--- config.mk ---
export PLATFORM = sky130hd
export DESIGN_NAME = bcd_multi_counter
export DESIGN_NICKNAME = d
export VERILOG_FILES = /design/src/rtl/bcd_multi_counter.sv
export SDC_FILE = /design/constraint.sdc
export NUM_CORES = 1
export LEC_CHECK = 0
export BUFFER_PORTS_ARGS = -buffer_cell sky130_fd_sc_hd__buf_4
export CORE_UTILIZATION = 45
export CTS_CLUSTER_DIAMETER = 80
export CTS_CLUSTER_SIZE = 30
export DETAILED_ROUTE_END_ITERATION = 7
export PLACE_DENSITY = 0.67
export SETUP_SLACK_MARGIN = 0.3
export SYNTH_ARGS = -nofsm -noshare
export SYNTH_HDL_FRONTEND = slang
export SYNTH_SLANG_ARGS = --single-unit
--- constraint.sdc ---
create_clock -name ck -period 6.15 [get_ports ck]
set_input_delay 0 -clock ck [delete_from_list [all_inputs] [get_ports ck]]
set_output_delay 0 -clock ck [all_outputs]
set_load 0.02 [all_outputs]
--- src/rtl/bcd_multi_counter.sv ---
`default_nettype none
// ============================================================================
// bcd_multi_counter : N-digit BCD up/down counter with 7-segment outputs
// Revision: 1.0
// ============================================================================
module bcd_multi_counter #(
   parameter int unsigned         DIGITS   = 2,
   parameter logic [4*DIGITS-1:0] PRESET   = 'h18,
   parameter logic [4*DIGITS-1:0] LIMIT    = 'h18,
   parameter bit                  BLANK_LZ = 1'b0
) (
   input  logic                  ck,
   input  logic                  rs,
   input  logic                  en,
   input  logic                  up,
   input  logic                  wrap,
   input  logic                  load,
   input  logic [4*DIGITS-1:0]   load_val,
   output logic [4*DIGITS-1:0]   q,
   output logic                  tc,
   output logic                  load_err,
   output logic [8*DIGITS-1:0]   hex
);
   localparam int unsigned W = 4*DIGITS;

   function automatic logic bcd_ok(input logic [W-1:0] v);
      logic ok;
      ok = 1'b1;
      for (int i = 0; i < int'(DIGITS); i++) begin
         if (v[4*i +: 4] > 4'd9) ok = 1'b0;
      end
      return ok;
   endfunction

   function automatic logic [7:0] seg7(input logic [3:0] d);
      case (d)
         4'd0:    seg7 = 8'hC0;
         4'd1:    seg7 = 8'hF9;
         4'd2:    seg7 = 8'hA4;
         4'd3:    seg7 = 8'hB0;
         4'd4:    seg7 = 8'h99;
         4'd5:    seg7 = 8'h92;
         4'd6:    seg7 = 8'h82;
         4'd7:    seg7 = 8'hF8;
         4'd8:    seg7 = 8'h80;
         4'd9:    seg7 = 8'h90;
         default: seg7 = 8'hFF;
      endcase
   endfunction

   if (DIGITS < 1 || DIGITS > 8 || !bcd_ok(PRESET) || !bcd_ok(LIMIT) || PRESET > LIMIT)
   begin : g_bad_param
      $error("bcd_multi_counter: DIGITS, PRESET or LIMIT out of range / not BCD");
   end

   logic [W-1:0] count_q, count_d;
   logic         tc_q, tc_d;
   logic         err_q, err_d;
   logic [W-1:0] step_up, step_dn;
   logic         all9, all0;
   logic         load_ok, terminal;
   logic [3:0]   digit;

   // Ripple the BCD carry/borrow digit by digit so no binary value ever forms.
   always_comb begin
      step_up = count_q;
      step_dn = count_q;
      all9    = 1'b1;
      all0    = 1'b1;
      digit   = 4'd0;
      for (int i = 0; i < int'(DIGITS); i++) begin
         digit = count_q[4*i +: 4];
         if (all9) step_up[4*i +: 4] = (digit == 4'd9) ? 4'd0 : digit + 4'd1;
         if (all0) step_dn[4*i +: 4] = (digit == 4'd0) ? 4'd9 : digit - 4'd1;
         all9 = all9 && (digit == 4'd9);
         all0 = all0 && (digit == 4'd0);
      end
   end

   assign load_ok  = bcd_ok(load_val) && (load_val <= LIMIT);
   assign terminal = up ? (count_q == LIMIT) : (count_q == '0);

   always_comb begin
      count_d = count_q;
      tc_d    = 1'b0;
      err_d   = 1'b0;
      if (load) begin
         if (load_ok) count_d = load_val;
         else         err_d   = 1'b1;
      end else if (en) begin
         if (terminal) begin
            tc_d = 1'b1;
            if (wrap) count_d = up ? '0 : LIMIT;
         end else begin
            count_d = up ? step_up : step_dn;
         end
      end
   end

   always_ff @(posedge ck) begin
      if (rs) begin
         count_q <= PRESET;
         tc_q    <= 1'b0;
         err_q   <= 1'b0;
      end else begin
         count_q <= count_d;
         tc_q    <= tc_d;
         err_q   <= err_d;
      end
   end

   assign q        = count_q;
   assign tc       = tc_q;
   assign load_err = err_q;

   // Walk from the top digit down; digit 0 is never blanked.
   logic hi_zero;
   always_comb begin
      hex     = '1;
      hi_zero = 1'b1;
      for (int j = int'(DIGITS) - 1; j >= 0; j--) begin
         hi_zero = hi_zero && (count_q[4*j +: 4] == 4'd0);
         if (BLANK_LZ && (j > 0) && hi_zero) hex[8*j +: 8] = 8'hFF;
         else                                hex[8*j +: 8] = seg7(count_q[4*j +: 4]);
      end
   end
endmodule
`default_nettype wire
[After elaboration in Yosys (flattened, before gate mapping)]
Memories as Yosys holds them, arrays and structs flattened. A register that Yosys moved wholly into a read port is not among the register bits.
Index checks and enable logic that the tools add are counted.
Widths: inputs -> output; s select.
Cells by class
  add/subtract/negate cells: 4
  equal/unequal tests: 6
  div/mod/pow operators: 0
  bitwise logic cells: 2
  mux-type cells: 22
  shift-type cells: 0
  order comparisons: 3
  multipliers: 0
  reduce and logical (&&, ||, !) cells: 10
Operators with widths (count)
  $mux 8: 6
  $mux 4: 10
  $add 4x1->4 const B: 2
  $eq 4x4->1 const B: 2
  $eq 8x5->1 const B: 1
  $gt 4x4->1 const B: 2
  $le 8x5->1 const B: 1
  $logic_not 4->1: 2
  $logic_not 8->1: 1
  $sub 4x1->4 const B: 2
  $mux 1: 5
  $mux 5: 1
  $reduce_and 5->1: 1
  $ne 4x1->1 const B: 1
  $reduce_bool 4->1: 1
  $ne 3x3->1 const B: 1
  $reduce_and 3->1: 1
  $reduce_or 3->1: 1
  $ne 2x1->1 const B: 1
  $not 1->1: 2
  $reduce_bool 2->1: 1
  $reduce_or 2->1: 1
  $logic_and 1x1->1: 1
Storage, ports and cells
  latch bits: 0
  register bits after elaboration: 10
  memories: 2
  RAM bits: 0
  logic and storage cells: 53
  memory bits (read-only): 224
  output and inout bits: 26
  bits of input ports: 14
Memories
  (name not given): depth 16, width 7, read ports 1, clocked after memory_dff 1, wr ports 0, RTL line 36  | case (d)
  (name not given): depth 16, width 7, read ports 1, clocked after memory_dff 1, wr ports 0, RTL line 36

[Depth between registers and ports, before layout]
Gate-level depths: netlist of the first run.
  depth in word-level cells: 9
  gate-level depth with buffers: 11
  depth with buffers taken out: 9

[Least setup slack after synthesis of the first run]
Ideal clock, no wire load.
  path type: reg2reg
  start point: reg count_q[3] (netlist: q[3])
  end point: reg hex[11] (netlist name)
  slack: 3346 ps
  cell stages (with the launch flop): 11
  library setup time: 122 ps
  clock period less this slack: 2804 ps
  arrival: 2682 ps
  data required time: 6028 ps
  path buffers: 1
  cells stage by stage: dfxtp_1 -> clkbuf_1 -> nor3_1 -> o211a_1 -> a221oi_4 -> mux2i_1 -> nor2_1 -> inv_1 -> ha_1 -> nor2_1 -> a221o_1
On the way
  longest elaborated chain between the ends: 7
  elaborated cells between the ends (all ways): 14
  those cells by class: 4 x eq/ne; 6 x mux; 4 x reduce/logical
Ends and longest elaborated chain
  start, declared: RTL line 56  | logic [W-1:0] count_q, count_d;
  start signal, assigned: RTL line 106  | count_q <= count_d;
  branches (longest 5 deep; another with $eq 8x5->1)
  $mux 4 (no source line) * (2 in a row)
Every way passes the cells marked *. The select of a mux whose other input is x is not followed.
A chain may end at the register's enable or synchronous reset.

[Worst setup path in the final report of the first run]
  start point: reg count_q[4] (netlist: q[4])
  end point: reg hex[11] (netlist name)
On the way
  longest elaborated chain between the ends: 9
  elaborated cells between the ends (all ways): 21
  those cells by class: 2 x add/sub; 4 x eq/ne; 11 x mux; 4 x reduce/logical
Ends and longest elaborated chain
  $sub 4x1->4, or another cell as far along: RTL line 74  | if (all0) step_dn[4*i +: 4] = (digit == 4'd0) ? 4'd9 : digit - 4'd1;
  $mux 4, on equally long branches (2 in a row): RTL line 74, 73
  $mux 8: RTL line 95  | count_d = up ? step_up : step_dn;
  $mux 8: RTL line 91  | if (terminal) begin
  $mux 8: RTL line 90  | end else if (en) begin
  $mux 8: RTL line 87  | if (load) begin
  $mux 4 (no source line) * (2 in a row)
Every way passes the cells marked *; elsewhere a longest branch is shown, timed or not. The select of a mux whose other input is x is not followed.

==> results of run 1 <==
[cells in the final DEF, fill, tap and decap left out, types with 4 or more instances in the layout]
cell      count
buf_4        37
dfxtp_1      24
nor2_1       15
nand2_1      12
a21oi_1      11
mux2i_1      11
inv_1        10
ha_1         10
nand2b_1      7
nor3_1        5
a221o_1       4
o21ai_0       4
a21o_1        4
mux2_2        4
[Yosys cell counts (2+ instances only)]
cell type / number / area, um^2
xnor2_1: 3 / 26.3
or2_2: 3 / 18.8
nand3b_1: 2 / 15.0
nor2_1: 15 / 56.3
ha_1: 10 / 125
nor2b_1: 3 / 18.8
o211a_1: 2 / 20.0
nand2_1: 12 / 45.0
a221o_1: 4 / 40.0
o31ai_1: 2 / 15.0
a21boi_0: 2 / 15.0
o41ai_1: 2 / 17.5
buf_4: 2 / 15.0
dfxtp_1: 24 / 480
a21oi_1: 11 / 55.1
a221oi_1: 3 / 26.3
inv_1: 10 / 37.5
a311oi_1: 3 / 26.3
a21o_1: 4 / 30.0
nand4b_1: 3 / 26.3
a31oi_1: 3 / 18.8
and3_1: 3 / 18.8
mux2i_1: 11 / 110
nor3_1: 5 / 25.0
mux2_2: 4 / 45.0
or3_1: 2 / 12.5
clkbuf_1: 12 / 45.0
o21ai_0: 4 / 20.0
nand2b_1: 7 / 43.8
a211oi_1: 3 / 22.5
and3b_1: 2 / 17.5
a32oi_1: 2 / 17.5
nand3_1: 3 / 15.0
[power groups by stage]
stage / logic, mW / clock network, mW / registers [mW]
3_5_place_dp: 0.157 / 0 / 0.193
4_1_cts: 0.158 / 0.138 / 0.190
5_1_grt: 0.173 / 0.144 / 0.192
2_1_floorplan: 0.0914 / 0 / 0.207
6_report: 0.157 / 0.133 / 0.189
3_3_place_gp: 0.155 / 0 / 0.192
[registers in the layout, indices dropped and copies added, names as in the netlist]
signal / cells
hex: 14
tc: 1
load_err: 1
q: 8
[path summary, 6_finish.rpt]
path | startpoint | endpoint | slack [ns] | cells past startpoint
worst min register to register | q[0]$_SDFFE_PP0N_ | q[0]$_SDFFE_PP0N_ | 0.83 | 2
worst max-delay path | q[4]$_SDFFE_PP1N_ | hex[11]$_DFF_P_ | 3.12 | 9
worst max register to register | q[4]$_SDFFE_PP1N_ | hex[11]$_DFF_P_ | 3.12 | 9
worst min-delay path | load_val[5] | load_err$_SDFF_PP0_ | 0.05 | 3
[kinds of logic (layout without fill, tap and decap cells)]
logic type	Yosys count	in the layout	synth area share
fa+ha+maj	10	10	0.0737
flops	24	24	0.283
mux	15	15	0.0914
buf+inv	25	51	0.0604
simple gates	67	67	0.214
xor+xnor	3	3	0.0155
compound gates	54	54	0.259
other cells	1	2	0.00221
[worst min-delay path, delay by kind of cell]
kind	cells	cell delay (ns)
AOI/OAI and AO/OA	2	0.18
buffers and inverters	1	0.09
[final cells by class]
type                    count  area share
well taps                  46      0.0282
flip-flops and latches     24       0.235
inverters                  10      0.0184
multi-input cells         151       0.547
repair buffers             37       0.136
clock inverters             1      0.0147
clock buffers               3      0.0202
[routing by layer]
metal  vias up  share of wire  GRT usage
met5         -              0          0
met4         0         0.0035     0.0369
met3         2          0.053     0.0453
met2        42           0.47      0.342
met1       728           0.47      0.253
li1        786              -          -
[metrics by stage]
step | power, mW | setup WS (ns) | util
after detailed placement | 0.350 | 3.20 | 0.569
after CTS | 0.485 | 3.16 | 0.589
after global routing | 0.508 | 2.86 | 0.589
final | 0.480 | 3.12 | 0.589
after floorplan | 0.299 | 3.35 | -
after global placement | 0.347 | 3.34 | 0.569
==> reports/metrics.yaml, run 1 <==
setup_path:
  required_ns: 6.30
  crit_chain: "nor3_1 > o211a_1 > a221oi_4 > mux2i_1 > nor2_1 > inv_1 > ha_1 > nor2_1 > a221o_1"
  cpMostUsedCell: "nor2_1"
  crit_slowest_cell: "dfxtp_1"
  crit_path_end_kind: "flip-flop"
  critPathTopFamily: "compound AO/OA/AOI/OAI gates"
  cp_max_fo: 15
  path_buf_inv: 1
  path_class: "flip-flop to flip-flop"
  slowest_delay_ns: 0.60
  crit_arrival_ns: 3.18
  start_kind: "flip-flop"
pwr:
  peakVddDrop_uv: 111
  power.switching_uw: 150
  combinationalPowerShare: 0.328
  p_leak_nw: 0.852
  clkPwrFrac: 0.278
  p_seq_frac: 0.395
  switching_share: 0.312
  internal_power_uw: 330
  power.density_mw_per_mm2: 235
placement:
  post-dp-hpwl_um: 2750
  gp_congestion: 0.796
  portBuffers: 37
  place_area_mm2: 0.00197
  placed_cells: 268
timing:
  timing.hold.ws_ns: 0.0485
  timing.slew.headroom: 0.592
  final.period_utilization: 0.492
  slew_violations: 0
  setup_viol: 0
  max_freq_mhz: 331
  finalSetupTns_ns: 0
  fin_crit_ns: 3.03
  final_hold_viol_count: 0
  clock_skew_ns: 0.00593
  grt_setup_unrepaired: "no"
  tightest_slew_ns: 0.595
global_routing:
  grt_pass1_vias: 1430
  grt_overflow: 0
  antenna_found_initial: 0
  grt_usage: 0.199
  grt_max_degree: 25
  grt_pass1_wl_um: 6500
cells_and_area:
  post_route_cells_drive_above_1_share: 0.226
  area.growth.synth_to_final_pct: 20.3
  final_cell_count_no_fill: 272
  final_area_mm2: 0.00204
  nNetsFinal: 251
  diodes: 0
  final-seq-area_um2: 480
  multi_input_area_mm2: 0.00112
  nFillCells: 323
route:
  firstDrtPassIters: 4
  post_drt_wl_per_cell_um: 13.8
  routed_wl_um: 3750
  drc: 0
  vias: 1558
  via_per_inst: 5.73
  ant_nets: 0
  drt_iter0_markers: 103
cts:
  cts_made_buffers: 3
  hold_buffers: 0
  cts_buffer_depth: 2
  cts_root_buf: "clkbuf_8"
  clk_transition_reported_paths_ns: 0.08
  postCtsSetupBuffers: 0
  worst_skew_pair.late_latency_ns: 0.26
  ctsResizeCount: 0
  clock_sinks: 24
  htree_levels: 1
  tritoncts: "built"
yosys:
  synth_area_per_cell_um2: 8.53
  synthCells: 199
  yosys_warnings: 0
  syn_area_mm2: 0.00170
  ys_types: 51
  ys_ff_latch: 24
  synthFlopType: "dfxtp_1"
  async_flop_share: 0
  synth-edff-count: 0
  ys_seq_area_frac: 0.283
floorplan:
  start_util: 0.490
  rows: 21
  dieWidth_um: 63.4
  dieArea_mm2: 0.00402
  dieHeight_um: 63.4
  io_pins: 40
  coreArea_mm2: 0.00347
status:
  status: "completed"
run:
  cap_violations: 0
min_path:
  hold_class: "input pin to flip-flop"
Power figures use the tool's default switching activity.
==> run 2, diff against run 1 <==
--- a/config.mk
+++ b/config.mk
@@ -5,12 +5,13 @@
 export SDC_FILE = /design/constraint.sdc
 export NUM_CORES = 1
 export LEC_CHECK = 0
+export ABC_AREA = 1
 export BUFFER_PORTS_ARGS = -buffer_cell sky130_fd_sc_hd__buf_4
 export CORE_UTILIZATION = 45
 export CTS_CLUSTER_DIAMETER = 80
 export CTS_CLUSTER_SIZE = 30
 export DETAILED_ROUTE_END_ITERATION = 7
-export PLACE_DENSITY = 0.67
+export PLACE_DENSITY = 0.69
 export SETUP_SLACK_MARGIN = 0.3
 export SYNTH_ARGS = -nofsm -noshare
 export SYNTH_HDL_FRONTEND = slang
==> constraint.sdc (replaced) <==
create_clock -name ck -period 2.7 [get_ports ck]
set_input_delay 0 -clock ck [delete_from_list [all_inputs] [get_ports ck]]
set_output_delay 0 -clock ck [all_outputs]
set_load 0.02 [all_outputs]
==> run 2 against run 1 <==
Compared with the run above: clock power grew 56%; synthesized cell count grew 29%; cell area grew 0.98%; setup slack lost 2.6 ns; global-route usage shrank 0.98 points; total power grew 130%; first-iteration DRC count shrank 16%; routed wire length shrank 5.1%; die area shrank 0.71%; synthesized area shrank 0.74%; sequential share of layout area is essentially flat; clock skew grew 0.0028 ns; highest routed layer unchanged.
==> reports/metrics.yaml, run 2 <==
cells_and_area:
  final-seq-area_um2: 484  # +0.78%
  diodes: 0  # unchanged
  nNetsFinal: 320  # +27%
  final_area_mm2: 0.00206  # +0.98%
  area.growth.synth_to_final_pct: 22.4
  final_common_cell: "nand2_1"
  final_cell_mix: "nand2_1 (83), buf_4 (38), inv_1 (29), nand3_1 (27), dfxtp_1 (21)"
  final_cell_count_no_fill: 340  # +25%
  largest_reg_flops: 14  # unchanged
  nFillCells: 357  # +11%
  multi_input_area_mm2: 0.00104  # -7.3%
  post_route_cells_drive_above_1_share: 0.269  # +0.0430
setup_path:
  slowest_delay_ns: 0.46  # -0.14 ns
  cp_max_fo: 8  # -7
  crit_chain: "inv_1 > nand2_1 > nor2_1 > nand2_2 > nand2_2 > a21oi_4 > inv_2 > nand2_1 > nand3_2 > ha_1 > inv_1 > nand3_1 > nand2_1 > nand2_1 > nand2_1"
  crit_slowest_cell: "dfxtp_1"
  crit_path_end_kind: "flip-flop"
  crit_arrival_ns: 2.38  # -0.80 ns
  required_ns: 2.86  # -3.44 ns
  cpMostUsedCell: "nand2_1"
  start_kind: "flip-flop"
  path_class: "flip-flop to flip-flop"
route:
  drt_iter0_markers: 87  # -16%
  ant_nets: 0  # unchanged
  post_drt_wl_per_cell_um: 10.5  # -24%
  drc: 0  # unchanged
  dr_wl_met3_um: 202  # +2.5%
  routed_wl_um: 3560  # -5.1%
  wl_met2_um: 1620  # -8.9%
  firstDrtPassIters: 4  # unchanged
  via_per_inst: 4.89  # -15%
  vias: 1664  # +6.8%
  top_layer: "met4"
  wirelength_met1_um: 1700  # -3.2%
pwr:
  p_total_mw: 1.12  # +130%
  p_leak_nw: 1.19  # +40%
  power.density_mw_per_mm2: 543  # +130%
  peakVddDrop_uv: 448  # +300%
floorplan:
  dieWidth_um: 63.2  # -0.35%
  dieArea_mm2: 0.00399  # -0.71%
  rows: 21  # unchanged
  start_util: 0.486  # -0.00361
  io_pins: 40  # unchanged
  dieHeight_um: 63.2  # -0.35%
  coreArea_mm2: 0.00347  # unchanged
yosys:
  synth-compound-area-share: 0.0609  # -0.199
  yosys_warnings: 0  # unchanged
  syn_area_mm2: 0.00169  # -0.74%
  ys_seq_area_frac: 0.285  # +0.00210
  synthCells: 257  # +29%
  yosys.area.top_type: "dfxtp_1"
  synth_top_cells_by_count: "nand2_1 (83), inv_1 (29), nand3_1 (27)"
  async_flop_share: 0  # unchanged
  synth_area_per_cell_um2: 6.56  # -23%
  synthAdderAreaFrac: 0.0742  # +0.000547
  ys_ff_latch: 24  # unchanged
  synth_xor_area_frac: 0.00520  # -0.0103
  synth.area.top_cells: "dfxtp_1 (29%), nand2_1 (18%), nand3_1 (8.0%)"
  synth_top_cell_area_share: 0.285  # +0.00210
  synth_top_family_by_area: "simple AND/OR/NAND/NOR gates"
  synthSimpleGateAreaFrac: 0.463  # +0.248
  ys_types: 31  # -39%
  synthFlopType: "dfxtp_1"
  synthMuxAreaShare: 0.00594  # -0.0854
  synth-edff-count: 0  # unchanged
  synth_most_common_cell: "nand2_1"
timing:
  fin_crit_ns: 2.22  # -0.804 ns
  slew_violations: 0  # unchanged
  final.period_utilization: 0.823  # +0.331
  setup_ws_ns: 0.479  # -2.65 ns
  clock_skew_ns: 0.00874  # +0.00280 ns
  setup_viol: 0  # unchanged
  max_freq_mhz: 450  # +36%
  grt_setup_unrepaired: "no"
  finalSetupTns_ns: 0  # unchanged
  final_hold_viol_count: 0  # unchanged
global_routing:
  grt_pass1_vias: 1495  # +4.5%
  grt_overflow: 0  # unchanged
  antenna_found_initial: 0  # unchanged
  grt_max_degree: 16  # -36%
  grt_usage: 0.189  # -0.00981
  grt_pass1_wl_um: 6170  # -5.1%
placement:
  placed_cells: 335  # +25%
  portBuffers: 37  # unchanged
  post-dp-hpwl_um: 2790  # +1.6%
  gp_congestion: 0.869  # +9.2%
  dp_slack_ns: 0.426  # -2.77 ns
  place_area_mm2: 0.00199  # +1.1%
run:
  cap_violations: 0  # unchanged
cts:
  cts_made_buffers: 3  # unchanged
  postCtsSetupBuffers: 0  # unchanged
  tritoncts: "built"
  clk_transition_reported_paths_ns: 0.08  # about the same
  cts_buffer_depth: 2  # unchanged
  clock_sinks: 24  # unchanged
  cts_root_buf: "clkbuf_8"
  htree_levels: 1  # unchanged
  worst_skew_pair.late_latency_ns: 0.26  # about the same
status:
  status: "completed"
min_path:
  hold_class: "input pin to flip-flop"
run 2: cell types whose count changed in the layout (fill, tap and decap cells not counted), sizes merged, moves of 5 or more:
cell and delta:
nand2 +86, nand3 +29, inv +25, mux2i -10
o21ai +8, a21oi -7, nand2b -7, nand4 +6
nor2 +6, nor3 -5
run 2: power breakdown:
| part | switching, mW | total [mW] | internal, mW |
|---|---|---|---|
| Clock | 0.108 | 0.207 | 0.0996 |
| Sequential | 0.0322 | 0.443 | 0.411 |
| Combinational | 0.291 | 0.470 | 0.180 |
run 2: critical path, delay by kind of cell (launching register included):
| family | cells | cell delay [ns] |
|---|---|---|
| flops | 1 | 0.46 |
| compound gates | 1 | 0.27 |
| fa+ha+maj | 1 | 0.33 |
| buf+inv | 3 | 0.27 |
| simple gates | 10 | 0.80 |
run 2: logic make-up (layout without fill, tap and decap cells):
family	after synthesis	after routing
muxes	1	1
and+or+nand+nor	160	160
xor gates and xnor gates	1	1
buffers and inverters	43	79
adders and majority gates	10	10
DFF	24	24
AOI/OAI and AO/OA	17	17
other	1	2
run 2: per-stage QoR:
stage                     utilization  hold WS (ns)
after global routing            0.595        0.0404
after global placement          0.575         0.218
after CTS                       0.593        0.0213
after detailed placement        0.575         0.209
final                           0.595        0.0332
after floorplan                     -        0.0691
run 2: final timing paths:
| path | from | end | slack [ns] | cells past startpoint |
|---|---|---|---|---|
| setup / recovery | q[5]$_SDFFE_PP0N_ | hex[3]$_DFF_P_ | 0.48 | 15 |
| setup reg to reg | q[5]$_SDFFE_PP0N_ | hex[3]$_DFF_P_ | 0.48 | 15 |
| hold / removal | load | tc$_SDFF_PP0_ | 0.03 | 2 |
| hold reg to reg | q[4]$_SDFFE_PP1N_ | q[4]$_SDFFE_PP1N_ | 0.57 | 2 |
run 2: layer usage:
layer  vias to the layer above  global-route usage
met2                        52               0.304
met3                         4              0.0417
met5                         -                   0
met4                         0              0.0597
li1                        876                   -
met1                       732               0.250
run 2: layout make-up:
cell class,count,area share
sequential,24,0.235
tap,46,0.0279
clock buffer,3,0.0200
multi-input combinational,191,0.503
inverter,36,0.0667
timing repair buffer,40,0.148
run 2: what timing repair did:
action / 4_1_cts / 5_1_grt
resized for setup: 0 / 4
setup endpoints to repair: 0 / 6
hold buffers: 2 / 0
endpoints found under the hold margin: 2 / 0
